$ cat config.mk
export PLATFORM = sky130hd
export DESIGN_NAME = interrupt_controller
export DESIGN_NICKNAME = d
export VERILOG_FILES = /design/src/rtl/cpu_pkg.sv /design/src/rtl/irq_edge_latch.sv /design/src/rtl/interrupt_controller.sv
export SDC_FILE = /design/constraint.sdc
export NUM_CORES = 1
export LEC_CHECK = 0
export CORE_ASPECT_RATIO = 1.4
export CORE_MARGIN = 5
export CORE_UTILIZATION = 48
export CTS_CLUSTER_SIZE = 12
export DETAILED_ROUTE_END_ITERATION = 16
export MAX_ROUTING_LAYER = met4
export PLACE_DENSITY = 0.91
export SETUP_SLACK_MARGIN = 0.05
export SLEW_MARGIN = 20
export SYNTH_ARGS = -nofsm -noshare
export SYNTH_HDL_FRONTEND = slang
export SYNTH_SLANG_ARGS = --single-unit
$ cat constraint.sdc
create_clock -name i_clk -period 2.32 [get_ports i_clk]
set_input_delay 0.696 -clock i_clk [delete_from_list [all_inputs] [get_ports i_clk]]
set_output_delay 0.696 -clock i_clk [all_outputs]
set_load 0.02 [all_outputs]
$ cat src/rtl/cpu_pkg.sv
// Shared CPU definitions: interrupt-controller state encoding and stack/flag widths.
package cpu_pkg;

  localparam int FLAGS_W = 3;
  localparam int STACK_W = 16;

  typedef enum logic [2:0] {
    IC_IDLE    = 3'd0,
    IC_DRAIN   = 3'd1,
    IC_PUSH_HI = 3'd2,
    IC_PUSH_LO = 3'd3,
    IC_PUSH_FL = 3'd4,
    IC_VECTOR  = 3'd5,
    IC_ACTIVE  = 3'd6
  } ic_state_e;

  // Zero-extend the {C,N,Z} flags to one stack word.
  function automatic logic [STACK_W-1:0] flags_word(input logic [FLAGS_W-1:0] flags);
    return {{(STACK_W - FLAGS_W){1'b0}}, flags};
  endfunction

endpackage

$ cat src/rtl/irq_edge_latch.sv
// Rising-edge detector on the interrupt line plus the sticky pending bit.
// A clear in the same cycle as a new edge wins, so the edge merges into
// the entry that is being taken.
module irq_edge_latch (
  input  logic i_clk,
  input  logic i_reset,
  input  logic i_irq,
  input  logic i_clr,
  output logic o_pending
);

  logic irq_q;
  logic irq_d;
  logic pending_q;
  logic pending_d;

  // Edge detect and pending set/clear.
  always_comb begin
    irq_d     = i_irq;
    pending_d = pending_q;
    if (i_irq & ~irq_q) pending_d = 1'b1;
    if (i_clr)          pending_d = 1'b0;
  end

  // Request registers with synchronous reset.
  always_ff @(posedge i_clk) begin
    if (i_reset) begin
      irq_q     <= 1'b0;
      pending_q <= 1'b0;
    end else begin
      irq_q     <= irq_d;
      pending_q <= pending_d;
    end
  end

  assign o_pending = pending_q;

endmodule

$ cat src/rtl/interrupt_controller.sv
// Hardware-interrupt entry sequencer: drains the pipeline, pushes the resume
// PC (high then low half) and the flags through a handshaked stack port,
// redirects fetch to the vector and tracks in-service state until RTI.
module interrupt_controller
  import cpu_pkg::*;
#(
  parameter logic [31:0] VECTOR_ADDR  = 32'h0000_0000,
  parameter int          DRAIN_CYCLES = 2
) (
  input  logic                 i_clk,
  input  logic                 i_reset,
  input  logic                 i_irq,
  input  logic                 i_exm_busy,
  input  logic                 i_branch_pending,
  input  logic                 i_rti,
  input  logic [31:0]          i_pc_resume,
  input  logic [FLAGS_W-1:0]   i_flags,
  input  logic                 i_push_ack,
  output logic                 o_stall_fetch,
  output logic                 o_flush_f_d,
  output logic                 o_push_req,
  output logic [STACK_W-1:0]   o_push_data,
  output logic                 o_pc_load,
  output logic [31:0]          o_pc_new,
  output logic                 o_int_active,
  output logic                 o_irq_pending
);

  // A zero drain length still needs one quiet cycle to sample a stable PC.
  localparam int DRAIN_EFF = (DRAIN_CYCLES < 1) ? 1 : DRAIN_CYCLES;
  localparam int CNT_W     = $clog2(DRAIN_EFF + 1);
  localparam logic [CNT_W-1:0] CNT_LAST = CNT_W'(DRAIN_EFF - 1);
  localparam logic [CNT_W-1:0] CNT_MAX  = CNT_W'(DRAIN_EFF);

  ic_state_e            state_q, state_d;
  logic [CNT_W-1:0]     drain_cnt_q, drain_cnt_d;
  logic [31:0]          pc_saved_q, pc_saved_d;
  logic [FLAGS_W-1:0]   flags_saved_q, flags_saved_d;
  logic                 pending;
  logic                 pending_clr;
  logic                 quiet;

  irq_edge_latch u_irq_edge_latch (
    .i_clk     (i_clk),
    .i_reset   (i_reset),
    .i_irq     (i_irq),
    .i_clr     (pending_clr),
    .o_pending (pending)
  );

  assign quiet         = ~(i_exm_busy | i_branch_pending);
  assign o_irq_pending = pending;

  // Next-state, drain counting, PC/flags capture and all sequencer outputs.
  always_comb begin
    state_d       = state_q;
    drain_cnt_d   = drain_cnt_q;
    pc_saved_d    = pc_saved_q;
    flags_saved_d = flags_saved_q;
    pending_clr   = 1'b0;
    o_stall_fetch = 1'b0;
    o_flush_f_d   = 1'b0;
    o_push_req    = 1'b0;
    o_push_data   = '0;
    o_pc_load     = 1'b0;
    o_pc_new      = '0;
    o_int_active  = 1'b0;

    case (state_q)
      IC_IDLE: begin
        if (pending) begin
          state_d       = IC_DRAIN;
          pending_clr   = 1'b1;
          o_flush_f_d   = 1'b1;
          o_stall_fetch = 1'b1;
          drain_cnt_d   = '0;
        end
      end

      IC_DRAIN: begin
        o_stall_fetch = 1'b1;
        if (!quiet) begin
          drain_cnt_d = '0;
        end else begin
          drain_cnt_d = (drain_cnt_q == CNT_MAX) ? CNT_MAX : drain_cnt_q + CNT_W'(1);
          // Fetch keeps i_pc_resume current, so this is the post-branch PC.
          if (drain_cnt_q == CNT_LAST) begin
            pc_saved_d    = i_pc_resume;
            flags_saved_d = i_flags;
            state_d       = IC_PUSH_HI;
          end
        end
      end

      IC_PUSH_HI: begin
        o_stall_fetch = 1'b1;
        o_push_req    = 1'b1;
        o_push_data   = pc_saved_q[31:16];
        if (i_push_ack) state_d = IC_PUSH_LO;
      end

      IC_PUSH_LO: begin
        o_stall_fetch = 1'b1;
        o_push_req    = 1'b1;
        o_push_data   = pc_saved_q[15:0];
        if (i_push_ack) state_d = IC_PUSH_FL;
      end

      IC_PUSH_FL: begin
        o_stall_fetch = 1'b1;
        o_push_req    = 1'b1;
        o_push_data   = flags_word(flags_saved_q);
        if (i_push_ack) state_d = IC_VECTOR;
      end

      IC_VECTOR: begin
        o_pc_load = 1'b1;
        o_pc_new  = VECTOR_ADDR;
        state_d   = IC_ACTIVE;
      end

      IC_ACTIVE: begin
        o_int_active = 1'b1;
        if (i_rti) state_d = IC_IDLE;
      end

      default: state_d = IC_IDLE;
    endcase
  end

  // Sequencer state; reset abandons any in-flight push.
  always_ff @(posedge i_clk) begin
    if (i_reset) begin
      state_q       <= IC_IDLE;
      drain_cnt_q   <= '0;
      pc_saved_q    <= '0;
      flags_saved_q <= '0;
    end else begin
      state_q       <= state_d;
      drain_cnt_q   <= drain_cnt_d;
      pc_saved_q    <= pc_saved_d;
      flags_saved_q <= flags_saved_d;
    end
  end

endmodule

Yosys cells after proc, flatten, opt, wreduce, memory -nomap -nowiden

Cells that the tools add are included.

Add/subtract/negate cells: 1
Equality and inequality tests: 15
Multiplexer cells: 19
Bitwise gates (word level): 4
Reductions and logical operators: 8

Operator list:

| operator              | count |
|---|---|
| $pmux W16 S3          | 1 |
| $mux W3               | 7 |
| $pmux W3 S7           | 1 |
| $ne A2 B2 Y1 const B  | 6 |
| $eq A3 B3 Y1 const B  | 3 |
| $reduce_and A7 Y1     | 1 |
| $eq A3 B2 Y1 const B  | 2 |
| $mux W2               | 3 |
| $mux W1               | 5 |
| $pmux W2 S2           | 1 |
| $reduce_or A4 Y1      | 1 |
| $eq A3 B1 Y1 const B  | 1 |
| $logic_not A3 Y1      | 1 |
| $reduce_and A3 Y1     | 1 |
| $reduce_or A3 Y1      | 1 |
| $add A2 B1 Y2 const B | 1 |
| $eq A2 B1 Y1 const B  | 1 |
| $eq A2 B2 Y1 const B  | 1 |
| $ne A2 B1 Y1 const B  | 1 |
| $not A1 Y1            | 2 |
| $pmux W1 S2           | 1 |
| $reduce_and A2 Y1     | 1 |
| $reduce_bool A2 Y1    | 1 |
| $reduce_or A2 Y1      | 1 |
| other kinds (2)       | 2 |

Register bits after elaboration: 42
Logic and storage cells: 53

Logic depth before layout (Yosys ltp)

Depth after elaboration: 4
Mapped depth: 6

Hierarchy

A second synthesis with hierarchy kept.

Cells, all modules: 280
Area total of the unflattened synthesis: 2562.5 um2

By module, submodules not included:

| module               | instances | cells an instance | area an instance (um2) |
|---|---|---|---|
| interrupt_controller | 1         | 274               | 2491.1 |
| irq_edge_latch       | 1         | 6                 | 71.3 |

Worst setup path before layout

OpenSTA, ideal clock, no wires.

Path kind: reg-to-output
Start: register state_q[1]
End: output o_flush_f_d
Arrival: 1.235 ns
Data required time: 1.624 ns
Path slack: 0.389 ns
Cell stages (with the launch flop): 3
Path buffers: 0
Cell sequence: dfxtp_1 -> or2_2 -> nor3b_1

Cells in the longest elaborated chain, start to end: 2

RTL lines:

| item                   | line                        | RTL |
|---|---|---|
| start, declared        | interrupt_controller.sv:35  | `ic_state_e state_q, state_d;` |
| start signal, assigned | interrupt_controller.sv:139 | `state_q <= state_d;` |
| $logic_not A3 Y1       | interrupt_controller.sv:69  | `case (state_q)` |
| $mux W1                | interrupt_controller.sv:69  |  |
| end, declared          | interrupt_controller.sv:20  | `output logic o_flush_f_d,` |

Every way passes these cells.

Final worst setup path

Start: register state_q[2]
End: output o_push_data[7]

Cells in the longest elaborated chain, start to end: 2

RTL lines:

| item                                         | line                       | RTL |
|---|---|---|
| $eq A3 B3 Y1 or $eq A3 B2 Y1 (tied branches) | interrupt_controller.sv:69 |  |
| $pmux W16 S3 (*)                             | interrupt_controller.sv:69 |  |
| end, declared                                | interrupt_controller.sv:22 | `output logic [STACK_W-1:0] o_push_data,` |

Every way passes the cells marked *; elsewhere a longest branch is shown, timed or not.

==> flow_summary.ini <==
[placed_design]
port_buffers = 63
gp_congestion = 0.850
placed_area_um2 = 3100
hpwl_um = 3990

[grt]
grtUsageTotal = 0.158
grt_antenna_before_repair = 0
globalRouteOverflowTotal = 0
grt_max_degree = 44
grt_pass1_vias = 1862
grt_first_pass_wirelength_um = 8440

[yosys]
synth_area_per_cell_um2 = 9.16
syn_inst = 275
ys_seq_area_frac = 0.334
syn_area_um2 = 2520
yosysWarnings = 0
ys_types = 29
synth_flop_cell = dfxtp_1
ys_ff_latch = 42
async_reset_ff_frac = 0
synth_edf_count = 0

[sta]
fmax_ghz = 0.455
drv_slew = 0
hold_viol = 0
setup_viol = 0
finalCritPeriodShare = 0.948
worst_hold_slack_ps = 474
grt_setup_unrepaired = yes
fin_worst_skew_ps = 6.76
setup_tns_ps = 0
fin_crit_ps = 2200

[worst_setup_path]
path_cells = nand2b_1 > buf_4 > nor2_1 > dlygate4sd2_1
cp_slowest_cell = dfxtp_2
cp_max_fo = 11
criticalPathCategory = reg -> out
critPathCaptureType = output port
arrival_ps = 1500
worstPathRequired_ps = 1620
cp_slowest_stage_delay_ps = 370
crit_family = buffers and inverters
path_buf_inv = 2
cp-start-kind = flip-flop

[pwr]
power_mw = 1.53
peakVddDrop_uv = 434
leakage_nw = 1.20
powerDensity_nw_per_um2 = 477

[finish]
post-route-util = 0.625
fillCellCount = 445
seqCellArea_um2 = 845
multi_input_area_um2 = 1430
area_growth_pct = 27.1
drive_above_1_share = 0.118
final_nets = 382
antenna-diode-count = 0
stdcell_area_um2 = 3200

[cts]
clk_path_buf_depth = 2
clock_sinks = 42
cts_root_buffer = clkbuf_8
numCtsBuffers = 5
clk_latency_ps = 290
cts_tree = yes
cts.hold.buffers_added = 0
clk_pin_slew_ps = 80
htreeDepth = 2

[detailed_routing]
via_per_inst = 4.72
drt_iter0_drc = 101
remaining_drc_errors = 0
vias = 1912
wl_per_cell_um = 12.9
antenna_left = 0
wl_um = 5220
dr.pass1.iters = 4

[floorplanning]
core_area_um2 = 5120
die-area_um2 = 6820
fp.dieW_um = 71.2
initial_utilization = 0.492
rows = 31
die_h_um = 95.7
boundaryPins = 96

[job]
maxCapViolCount = 0

[status]
status = finished clean

[worst_hold_path]
hp-class = reg -> reg
final timing paths:
| kind | start | end | cells past startpoint | slack (ps) |
|---|---|---|---|---|
| max reg2reg | state_q[0] | pc_saved_q[6] | 5 | 730 |
| min | pc_saved_q[11] | pc_saved_q[11] | 2 | 470 |
| min reg2reg | pc_saved_q[11] | pc_saved_q[11] | 2 | 470 |
| max | state_q[2] | o_push_data[7] | 4 | 120 |
metal layers:
layer  wire (um)  track usage  vias up
met2        2690        0.277       69
met5           0            -        -
met4          51       0.0549        0
met1        2080        0.175      879
met3         388       0.0387        6
li1            -            -      958
registers in the layout (all words and copies together) (netlist names):
| name | flops |
|---|---|
| flags_saved_q | 3 |
| state_q | 3 |
| pc_saved_q | 32 |
| u_irq_edge_latch.irq_q | 1 |
| drain_cnt_q | 2 |
| u_irq_edge_latch.o_pending | 1 |
cell type report:
type / instances / area share
Inverter: 3 / 0.00352
Clock inverter: 3 / 0.0141
Multi-Input combinational cell: 211 / 0.445
Clock buffer: 5 / 0.0215
Timing Repair Buffer: 75 / 0.226
Tap cell: 66 / 0.0258
Sequential cell: 42 / 0.264
layout by cell type, fill, tap and decap left out, types with 2 or more instances in the layout:
cell             netlist  routed
nand2_1                3       3
buf_6                  1       2
mux2i_1               52      51
nor2_1                18      18
clkbuf_2               0       5
buf_12                 3       3
o21ai_0                8       8
inv_1                  3       3
conb_1                 1      32
nor3b_1                4       3
ha_1                   2       2
a21oi_1                5       5
clkdlybuf4s15_1        0       3
clkdlybuf4s15_2        0       2
nand3b_1               2       2
clkbuf_8               0       5
nand2b_1              71      71
or2_2                  2       2
clkinvlp_4             0       2
nor2b_1                2       2
dfxtp_1               42      39
clkdlybuf4s50_1        0      41
dlygate4sd2_1          0      11
buf_4                 32       7
dfxtp_2                0       3
where the power goes:
part           switching (mW)  internal [mW]
combinational           0.110          0.114
clock                   0.254          0.320
sequential            0.00496          0.725
total                   0.368           1.16
cell usage after synthesis (2+ instances only):
master / number / share of area
a21oi_1: 5 / 0.0099
buf_12: 3 / 0.024
buf_2: 3 / 0.0060
buf_4: 32 / 0.095
clkbuf_1: 11 / 0.016
dfxtp_1: 42 / 0.33
ha_1: 2 / 0.0099
inv_1: 3 / 0.0045
mux2i_1: 52 / 0.21
nand2_1: 3 / 0.0045
nand2b_1: 71 / 0.18
nand3b_1: 2 / 0.0060
nor2_1: 18 / 0.027
nor2b_1: 2 / 0.0050
nor3b_1: 4 / 0.012
o21ai_0: 8 / 0.016
or2_2: 2 / 0.0050
worst min-delay path, cell delays in order (launching register included):
cell      delay, ps
dfxtp_1         320
nand2b_1         60
mux2i_1          50
timing repair:
item                                   CTS  global route
setup endpoints to repair               21            17
setup buffers                            0             0
gates resized for setup                 31            18
endpoints found under the hold margin    0             0
kinds of logic after synthesis:
family | count (synthesis) | share of synthesized area
flops | 42 | 0.334
compound gates | 17 | 0.0402
fa+ha+maj | 2 | 0.00993
mux | 53 | 0.211
other cells | 1 | 0.00149
simple gates | 107 | 0.253
buf+inv | 53 | 0.151
through the flow:
| step | worst slack [ps] | cells |
|---|---|---|
| floorplan | 389 | 306 |
| global placement | 45.5 | 397 |
| detailed placement | -33.7 | 397 |
| CTS | 59.6 | 405 |
| global route | 46.9 | 405 |
| finish | 121 | 405 |
Note: power is estimated with default switching activity, not from simulation.
